<file path="config.mk">
export PLATFORM = sky130hd
export DESIGN_NAME = qed_replay_buffer
export DESIGN_NICKNAME = d
export VERILOG_FILES = /design/src/rtl/qed_replay_buffer.sv
export SDC_FILE = /design/constraint.sdc
export NUM_CORES = 1
export LEC_CHECK = 0
export ABC_AREA = 1
export CAP_MARGIN = 30
export CORE_UTILIZATION = 35
export DETAILED_ROUTE_END_ITERATION = 12
export DONT_BUFFER_PORTS = 1
export PLACE_DENSITY_LB_ADDON = 0.05
export RECOVER_POWER = 100
export SKIP_LAST_GASP = 1
export SLEW_MARGIN = 20
export SYNTH_ARGS = -nofsm -noshare
export SYNTH_HDL_FRONTEND = slang
export SYNTH_SLANG_ARGS = --single-unit
</file>
<file path="constraint.sdc">
create_clock -name clk -period 2.7 [get_ports clk]
set_input_delay 0.54 -clock clk [delete_from_list [all_inputs] [get_ports clk]]
set_output_delay 0.54 -clock clk [all_outputs]
set_load 0.005 [all_outputs]
</file>
<file path="src/rtl/qed_replay_buffer.sv">
// QED replay stage: passes fetched instructions to decode while recording them, then replays
// them with registers remapped into the upper half of the register file.
module qed_replay_buffer #(
   parameter int unsigned DEPTH  = 16,
   parameter int unsigned ADDR_W = $clog2(DEPTH)
) (
   input  logic              clk,
   input  logic              rst,
   input  logic              exec_dup,
   input  logic [31:0]       ifu_instr,
   input  logic              ifu_valid,
   output logic              ifu_ready,
   output logic [31:0]       qed_instr,
   output logic              qed_valid,
   output logic              qed_is_dup,
   input  logic              qed_ready,
   input  logic              commit,
   input  logic              commit_is_dup,
   output logic [ADDR_W:0]   qed_num_orig,
   output logic [ADDR_W:0]   qed_num_dup,
   output logic              qed_check_valid,
   output logic              qed_err
);

   typedef enum logic [1:0] {StOrig, StDup, StDone} state_e;

   localparam logic [ADDR_W:0] DepthC = (ADDR_W + 1)'(DEPTH);
   localparam logic [ADDR_W:0] OneC   = (ADDR_W + 1)'(1);

   state_e              state_q;
   logic [ADDR_W-1:0]   head_q, tail_q;
   logic [ADDR_W:0]     count_q, count_nxt;
   logic [ADDR_W:0]     num_orig_q, num_dup_q, pushes_q;
   logic                err_q, err_set;
   logic [31:0]         fifo_q [DEPTH];
   logic                push, pop, orig_inc, dup_inc;

   // Move x1..x15 to x17..x31 in every register field the opcode actually uses.
   function automatic logic [31:0] remap(input logic [31:0] i);
      logic [31:0] r;
      logic        rd_u, rs1_u, rs2_u;
      r     = i;
      rd_u  = 1'b0;
      rs1_u = 1'b0;
      rs2_u = 1'b0;
      case (i[6:0])
         7'b0110011:             begin rd_u = 1'b1; rs1_u = 1'b1; rs2_u = 1'b1; end
         7'b0010011, 7'b0000011: begin rd_u = 1'b1; rs1_u = 1'b1; end
         7'b0100011:             begin rs1_u = 1'b1; rs2_u = 1'b1; end
         7'b0110111, 7'b0010111: rd_u = 1'b1;
         default: ;
      endcase
      if (rd_u  && i[11:7]  != 5'd0) r[11:7]  = i[11:7]  + 5'd16;
      if (rs1_u && i[19:15] != 5'd0) r[19:15] = i[19:15] + 5'd16;
      if (rs2_u && i[24:20] != 5'd0) r[24:20] = i[24:20] + 5'd16;
      return r;
   endfunction

   always_comb begin
      ifu_ready  = 1'b0;
      qed_valid  = 1'b0;
      qed_instr  = ifu_instr;
      qed_is_dup = 1'b0;
      push       = 1'b0;
      pop        = 1'b0;
      unique case (state_q)
         StOrig: begin
            ifu_ready = (count_q != DepthC);
            qed_valid = ifu_valid & ifu_ready;
            push      = qed_valid & qed_ready;
         end
         StDup: begin
            qed_valid  = (count_q != '0);
            qed_instr  = remap(fifo_q[head_q]);
            qed_is_dup = 1'b1;
            pop        = qed_valid & qed_ready;
         end
         default: ;
      endcase
   end

   always_comb begin
      count_nxt = count_q;
      if (push)     count_nxt = count_q + OneC;
      else if (pop) count_nxt = count_q - OneC;
   end

   assign orig_inc = commit & ~commit_is_dup;
   assign dup_inc  = commit & commit_is_dup;

   assign err_set = (dup_inc && state_q == StOrig)
                  | (dup_inc && num_dup_q >= num_orig_q)
                  | (orig_inc && state_q == StDone && num_orig_q == pushes_q);

   always_ff @(posedge clk or negedge rst) begin
      if (!rst) begin
         state_q    <= StOrig;
         head_q     <= '0;
         tail_q     <= '0;
         count_q    <= '0;
         num_orig_q <= '0;
         num_dup_q  <= '0;
         pushes_q   <= '0;
         err_q      <= 1'b0;
         for (int k = 0; k < int'(DEPTH); k++) fifo_q[k] <= '0;
      end else begin
         count_q <= count_nxt;
         if (push) begin
            fifo_q[tail_q] <= ifu_instr;
            tail_q         <= tail_q + 1'b1;
            pushes_q       <= pushes_q + OneC;
         end
         if (pop) head_q <= head_q + 1'b1;
         unique case (state_q)
            StOrig: if ((exec_dup && count_nxt != '0) || count_nxt == DepthC) state_q <= StDup;
            StDup:  if (pop && count_nxt == '0) state_q <= StDone;
            default: ;
         endcase
         if (orig_inc && num_orig_q != DepthC) num_orig_q <= num_orig_q + OneC;
         if (dup_inc && num_dup_q != DepthC)   num_dup_q  <= num_dup_q + OneC;
         if (err_set) err_q <= 1'b1;
      end
   end

   assign qed_num_orig    = num_orig_q;
   assign qed_num_dup     = num_dup_q;
   assign qed_err         = err_q;
   assign qed_check_valid = (state_q == StDone) && (num_orig_q == num_dup_q) && (num_orig_q != '0);

endmodule
</file>
Word level (Yosys, flattened, before mapping):

Index checks and enable logic that the tools add are counted.

* output and inout bits: 47
* input port bits: 39
* logic and storage cells: 118
* bits in registers: 543

* magnitude comparators: 4
* add/sub/neg operators: 10
* reduce and logical (&&, ||, !) cells: 28
* bitwise gates (word level): 10
* equality and inequality tests: 16
* multiplexer cells: 26

Operators with widths (count)
* bitwise mux 512 bit: 1
* binary-select mux 32 bit (select 4 bit): 1
* demux 32 bit (select 4 bit): 1
* two-way mux 32 bit: 4
* nonzero test 5 bit: 6
* two-way mux 5 bit: 5
* == test 7 x 6 -> 1 bit (second input constant): 3
* adder 5 x 1 -> 5 bit (second input constant): 4
* adder 5 bit (second input constant): 3
* != test 5 bit (second input constant): 3
* == test 7 x 5 -> 1 bit (second input constant): 2
* logical AND 1 bit: 14
* == test 5 bit: 2
* greater-or-equal comparator 5 bit (second input constant): 2
* two-way mux 1 bit: 10
* NOT 4 -> 5 bit: 2
* adder 4 x 1 -> 4 bit (second input constant): 2
* == test 7 x 2 -> 1 bit (second input constant): 1
* AND 1 bit: 5
* == test 5 bit (second input constant): 1
* greater-or-equal comparator 5 bit: 1
* logical NOT 5 bit: 1
* < comparator 5 x 1 -> 1 bit (second input constant): 1
* OR reduction 5 bit: 1
* other kinds (16): 18

Depth between registers and ports, before layout:

* depth in word-level cells: 11
* mapped depth: 17
* gate-level depth less buffers: 17

Worst setup path after synthesis:

Ideal clock, no wire load.

* path kind: flip-flop to output port
* from: register head_q[0]
* to: output qed_instr[11]
* required time: 2160 ps
* buffers on the path: 1
* arrival: 1698 ps
* cell stages (with the launch flop): 15
* slack: 462 ps
* cells stage by stage: dfrtp_1 buf_2 or2_2 nand3_1 nand3_1 nand3_1 nand2_1 nor2_1 nand3_2 nand2_1 nand2_1 nand2_1 nand2_1 nand3_1 nand2_1

* cells in the longest elaborated chain, start to end: 11
* elaborated cells on any way between the ends: 17

Ends and longest elaborated chain
* from (decl): line 31 `logic [ADDR_W-1:0] head_q, tail_q;`
* from (signal assigned): line 113 `if (pop) head_q <= head_q + 1'b1;`
* NOT 4 -> 5 bit (implied by the code) (*): line 74 `qed_instr = remap(fifo_q[head_q]);`
* binary-select mux 32 bit (select 4 bit) (*): line 74
* two-way mux 32 bit (implied by the code) (*) (2 in series): line 74
* == test 7 x 6 -> 1 bit, or another cell as far along: line 46 `case (i[6:0])`
* OR reduction 5 bit (no source line)
* two-way mux 1 bit: line 46
* two-way mux 1 bit: line 66 `unique case (state_q)`
* logical AND 1 bit: line 53 `if (rd_u && i[11:7] != 5'd0) r[11:7] = i[11:7] + 5'd16;`
* two-way mux 5 bit (*): line 53
* two-way mux 32 bit (*): line 66
* to (decl): line 13 `output logic [31:0] qed_instr,`

Mark *: on every way between the ends. The rest lies on a longest branch, timed or not. The select of a mux whose other input is x is not followed.

Final worst setup path:

* from: register head_q[0]
* to: output qed_instr[19]

* cells in the longest elaborated chain, start to end: 11
* elaborated cells on any way between the ends: 16

Ends and longest elaborated chain
* NOT 4 -> 5 bit (implied by the code) (*): line 74
* binary-select mux 32 bit (select 4 bit) (*): line 74
* two-way mux 32 bit (implied by the code) (*) (2 in series): line 74
* == test 7 x 6 -> 1 bit, or another cell as far along: line 46
* OR reduction 4 bit (no source line)
* two-way mux 1 bit: line 46
* two-way mux 1 bit: line 66
* logical AND 1 bit: line 54 `if (rs1_u && i[19:15] != 5'd0) r[19:15] = i[19:15] + 5'd16;`
* two-way mux 5 bit (*): line 54
* two-way mux 32 bit (*): line 66

Marked as above.

==> summary.md <==
| Metric | Value |
|---|---|
| CTS max path bufs | `3` |
| Crit path time final | `3330 ps` |
| Core Region | `71400 um2` |
| Total congestion overflow | `0` |
| Highest clock rate | `300 MHz` |
| Antenna viol nets, final | `0` |
| Die Y | `270 um` |
| Worst-path clk slew | `roughly 60 ps` |
| # diodes | `0` |
| DRT Wirelength | `86.9 mm` |
| CTS root buffer | `clkbuf_16` |
| Mapped Cells | `3054` |
| Register area share after synthesis | `0.539` |
| Status | `finished, violations left` |
| Net count after synthesis | `3110` |
| Port buffer count | `0` |
| Starting density of the core | `0.353` |
| 1st-iter DRT viols | `1927` |
| Yosys reg bits | `543` |
| Yosys synthesis warning count | `0` |
| DRC viols | `0` |
| Initial antenna violation count | `0` |
| Post-synth EDFFs | `0` |
| Drt first pass iters | `5` |
| Setup ws final | `-632 ps` |
| # IOs | `86` |
| CTS sink cnt | `543` |
| CP Capture Type | `output port` |
| Period utilisation layout | `1.23` |
| Top cell type's share of synthesized area | `0.539` |
| Final Hold Viols | `202` |
| RSZ-0062 raised after global routing | `yes` |
| Critical path type | `reg -> out` |
| Worst Hold Slack | `-349 ps` |
| Vias | `~22000` |
| Worst-Margin Slew | `2180 ps` |
| Post-route insts no fill | `4091` |
| Crit path launch | `head_q[0]` |
| Setup TNS Final | `-21910 ps` |
| Chip width | `270 um` |
| First-pass GRT wire length | `132 mm` |
| Fin util | `0.441` |
| Total power | `17.7 mW` |
| # setup viols final | `126` |
| P per Cell Area | `563 nW/um2` |
| Max-slew violation count | `421` |
| Max Cap Violations | `0` |
| Violated checks | `negative hold slack, max-slew violations, negative setup slack` |
| Worst slack, placed | `-194 ps` |
| Layout cell share with drive strength beyond 1 | `0.172` |
| Worst Path Arrival | `around 2800 ps` |
| Vias per cell | `5.29` |
| Max transition margin | `-0.451` |
| Largest fanout on the critical path | `8` |
| Area contributors post-synth | `dfrtp_1 (54%), o21ai_0 (14%), nand2_1 (12%)` |
| Worst Skew | `24.6 ps` |
| Min-Delay Path Class | `in -> async` |
| RePlAce Congestion | `0.800` |
| Final nets | `approximately 3100` |
| Placed insts | `3907` |
| DPL Wire Length | `47.2 mm` |
| Area grow syn2layout | `25.0%` |
| CTS buffer count | `68` |
| Worst R2R Start | `count_q[0]` |
| Row cnt | `98` |
| CTS tree | `done` |
| Syn Area/Cell | `8.25 um2` |
| Post-synth top cells | `nand2_1 (798), o21ai_0 (721), dfrtp_1 (543)` |
| Vias in the first global route | `approximately 21000` |
| Die Area | `73100 um2` |
| Worst VDD drop | `a little under 500 uV` |
| Worst setup SP type | `flop` |
| Crit path required time | `approximately 2200 ps` |
| WL/cell | `about 21 um` |
| Main synth FF type | `dfrtp_1` |
| Dominant cell type by area after synthesis | `dfrtp_1` |
| Later-pin clock latency in the skew report | `roughly 610 ps` |
| Async set or reset register ratio after synthesis | `1.00` |
| Largest net degree at the start of global routing | `544` |
| Filler cells | `a little over 7000` |
| Yosys cell types | `43` |
| Post-Syn Area | `25200 um2` |
| H-tree levels | `3` |
| Leak pwr | `14.3 nW` |
| Count leader, synth | `nand2_1` |
| Overall global routing resource usage | `0.235` |
==> worst paths after layout <==
kind | endpoint | slack [ps] | cells after the start
max reg2reg | state_q[0] | -230 | 16
min reg2reg | fifo_q[94] | 480 | 2
min in group clk | count_q[0] | 120 | 2
max in group asynchronous | fifo_q[179] | 1330 | 0
min | fifo_q[265] | -350 | 0
max | qed_instr[19] | -630 | 15
==> layer usage <==
layer | share of wire | track usage
met1 | 0.47 | 0.331
met2 | 0.46 | 0.374
met3 | 0.043 | 0.0365
met4 | 0.024 | 0.0666
met5 | 0 | 0
==> layout make-up <==
class	instances	area, um2	share of cell area
Multi-Input combinational cell	2123	11000	0.349
Timing Repair Buffer	205	2930	0.0929
Tap cell	950	1190	0.0378
Clock inverter	14	100	0.00318
Clock buffer	109	2060	0.0654
Sequential cell	543	13600	0.432
Inverter	145	583	0.0185
Timing Repair inverter	2	32.5	0.00103
==> registers in the layout, summed over array words and instances, names as in the netlist <==
name / cells
qed_num_dup: 5
pushes_q: 5
tail_q: 4
qed_err: 1
qed_num_orig: 5
count_q: 5
state_q: 2
head_q: 4
fifo_q: 512
==> repair_timing <==
| item | 4_1_cts | 5_1_grt |
|---|---|---|
| resized for setup | 192 | 198 |
| setup endpoints to repair | 33 | 35 |
| pin swaps | 57 | 105 |
| hold endpoints to repair | 543 | 543 |
| cloned | 15 | 11 |
| buffers inserted | 28 | 13 |
==> cells in the final DEF, fill, tap and decap left out, types with 5 or more instances in the layout <==
cell         n
nand2_1    738
o21ai_0    652
dfrtp_1    539
nor2_1     203
inv_1      135
o22ai_1     87
buf_4       85
clkbuf_16   80
o21ai_1     63
nand3_1     58
nand3_2     57
buf_12      56
nand2_2     45
o21ai_2     28
buf_6       26
clkbuf_1    24
xor2_1      20
o221ai_1    17
a21oi_1     17
ha_1        17
clkbuf_8    17
nand2_4     16
buf_16      16
o22ai_2     12
nor2_2      12
clkinv_2     9
nand3_4      9
nand4_4      8
o21ai_4      7
nor2_4       6
or2_4        6
nand4_1      6
buf_8        6
or2_2        5
o211ai_1     5
==> kinds of logic (layout without fill, tap and decap cells) <==
| group | after synthesis | in the layout | synth area share |
|---|---|---|---|
| flip-flops | 543 | 543 | 0.539 |
| AND/OR/NAND/NOR | 1179 | 1179 | 0.189 |
| AO/OA/AOI/OAI | 906 | 906 | 0.190 |
| buffers and inverters | 388 | 475 | 0.0658 |
| adder cells (fa/ha/maj) | 17 | 17 | 0.00844 |
| XOR/XNOR | 21 | 21 | 0.00730 |
==> stage by stage <==
stage	instance area (um2)	hold WS, ps
4_1_cts	30600	-361
3_5_place_dp	27200	279
6_report	31500	-349
2_1_floorplan	25200	244
3_3_place_gp	27200	278
5_1_grt	31500	-380
==> power breakdown <==
group          total (mW)  switching [mW]  internal [mW]  leakage (nW)
combinational       0.532           0.348          0.184          5.69
sequential           8.35           0.131           8.22          7.50
clock                8.85            3.62           5.23          1.07
total                17.7            4.10           13.6          14.3
==> worst max-delay path, cell delays in order, from the launching register on <==
cell and delay, ps:
dfrtp_4 530, buf_12 150, buf_8 120, buf_12 140
nand2_4 50, nand3_2 80, nand3_2 100, nand3_2 90
nand2_4 110, nand2_4 80, nor3_2 160, buf_4 170
nand3_4 110, nand3_2 80, nand3_2 100, nand2_2 100
No activity file was read; power rests on OpenSTA's default activity.
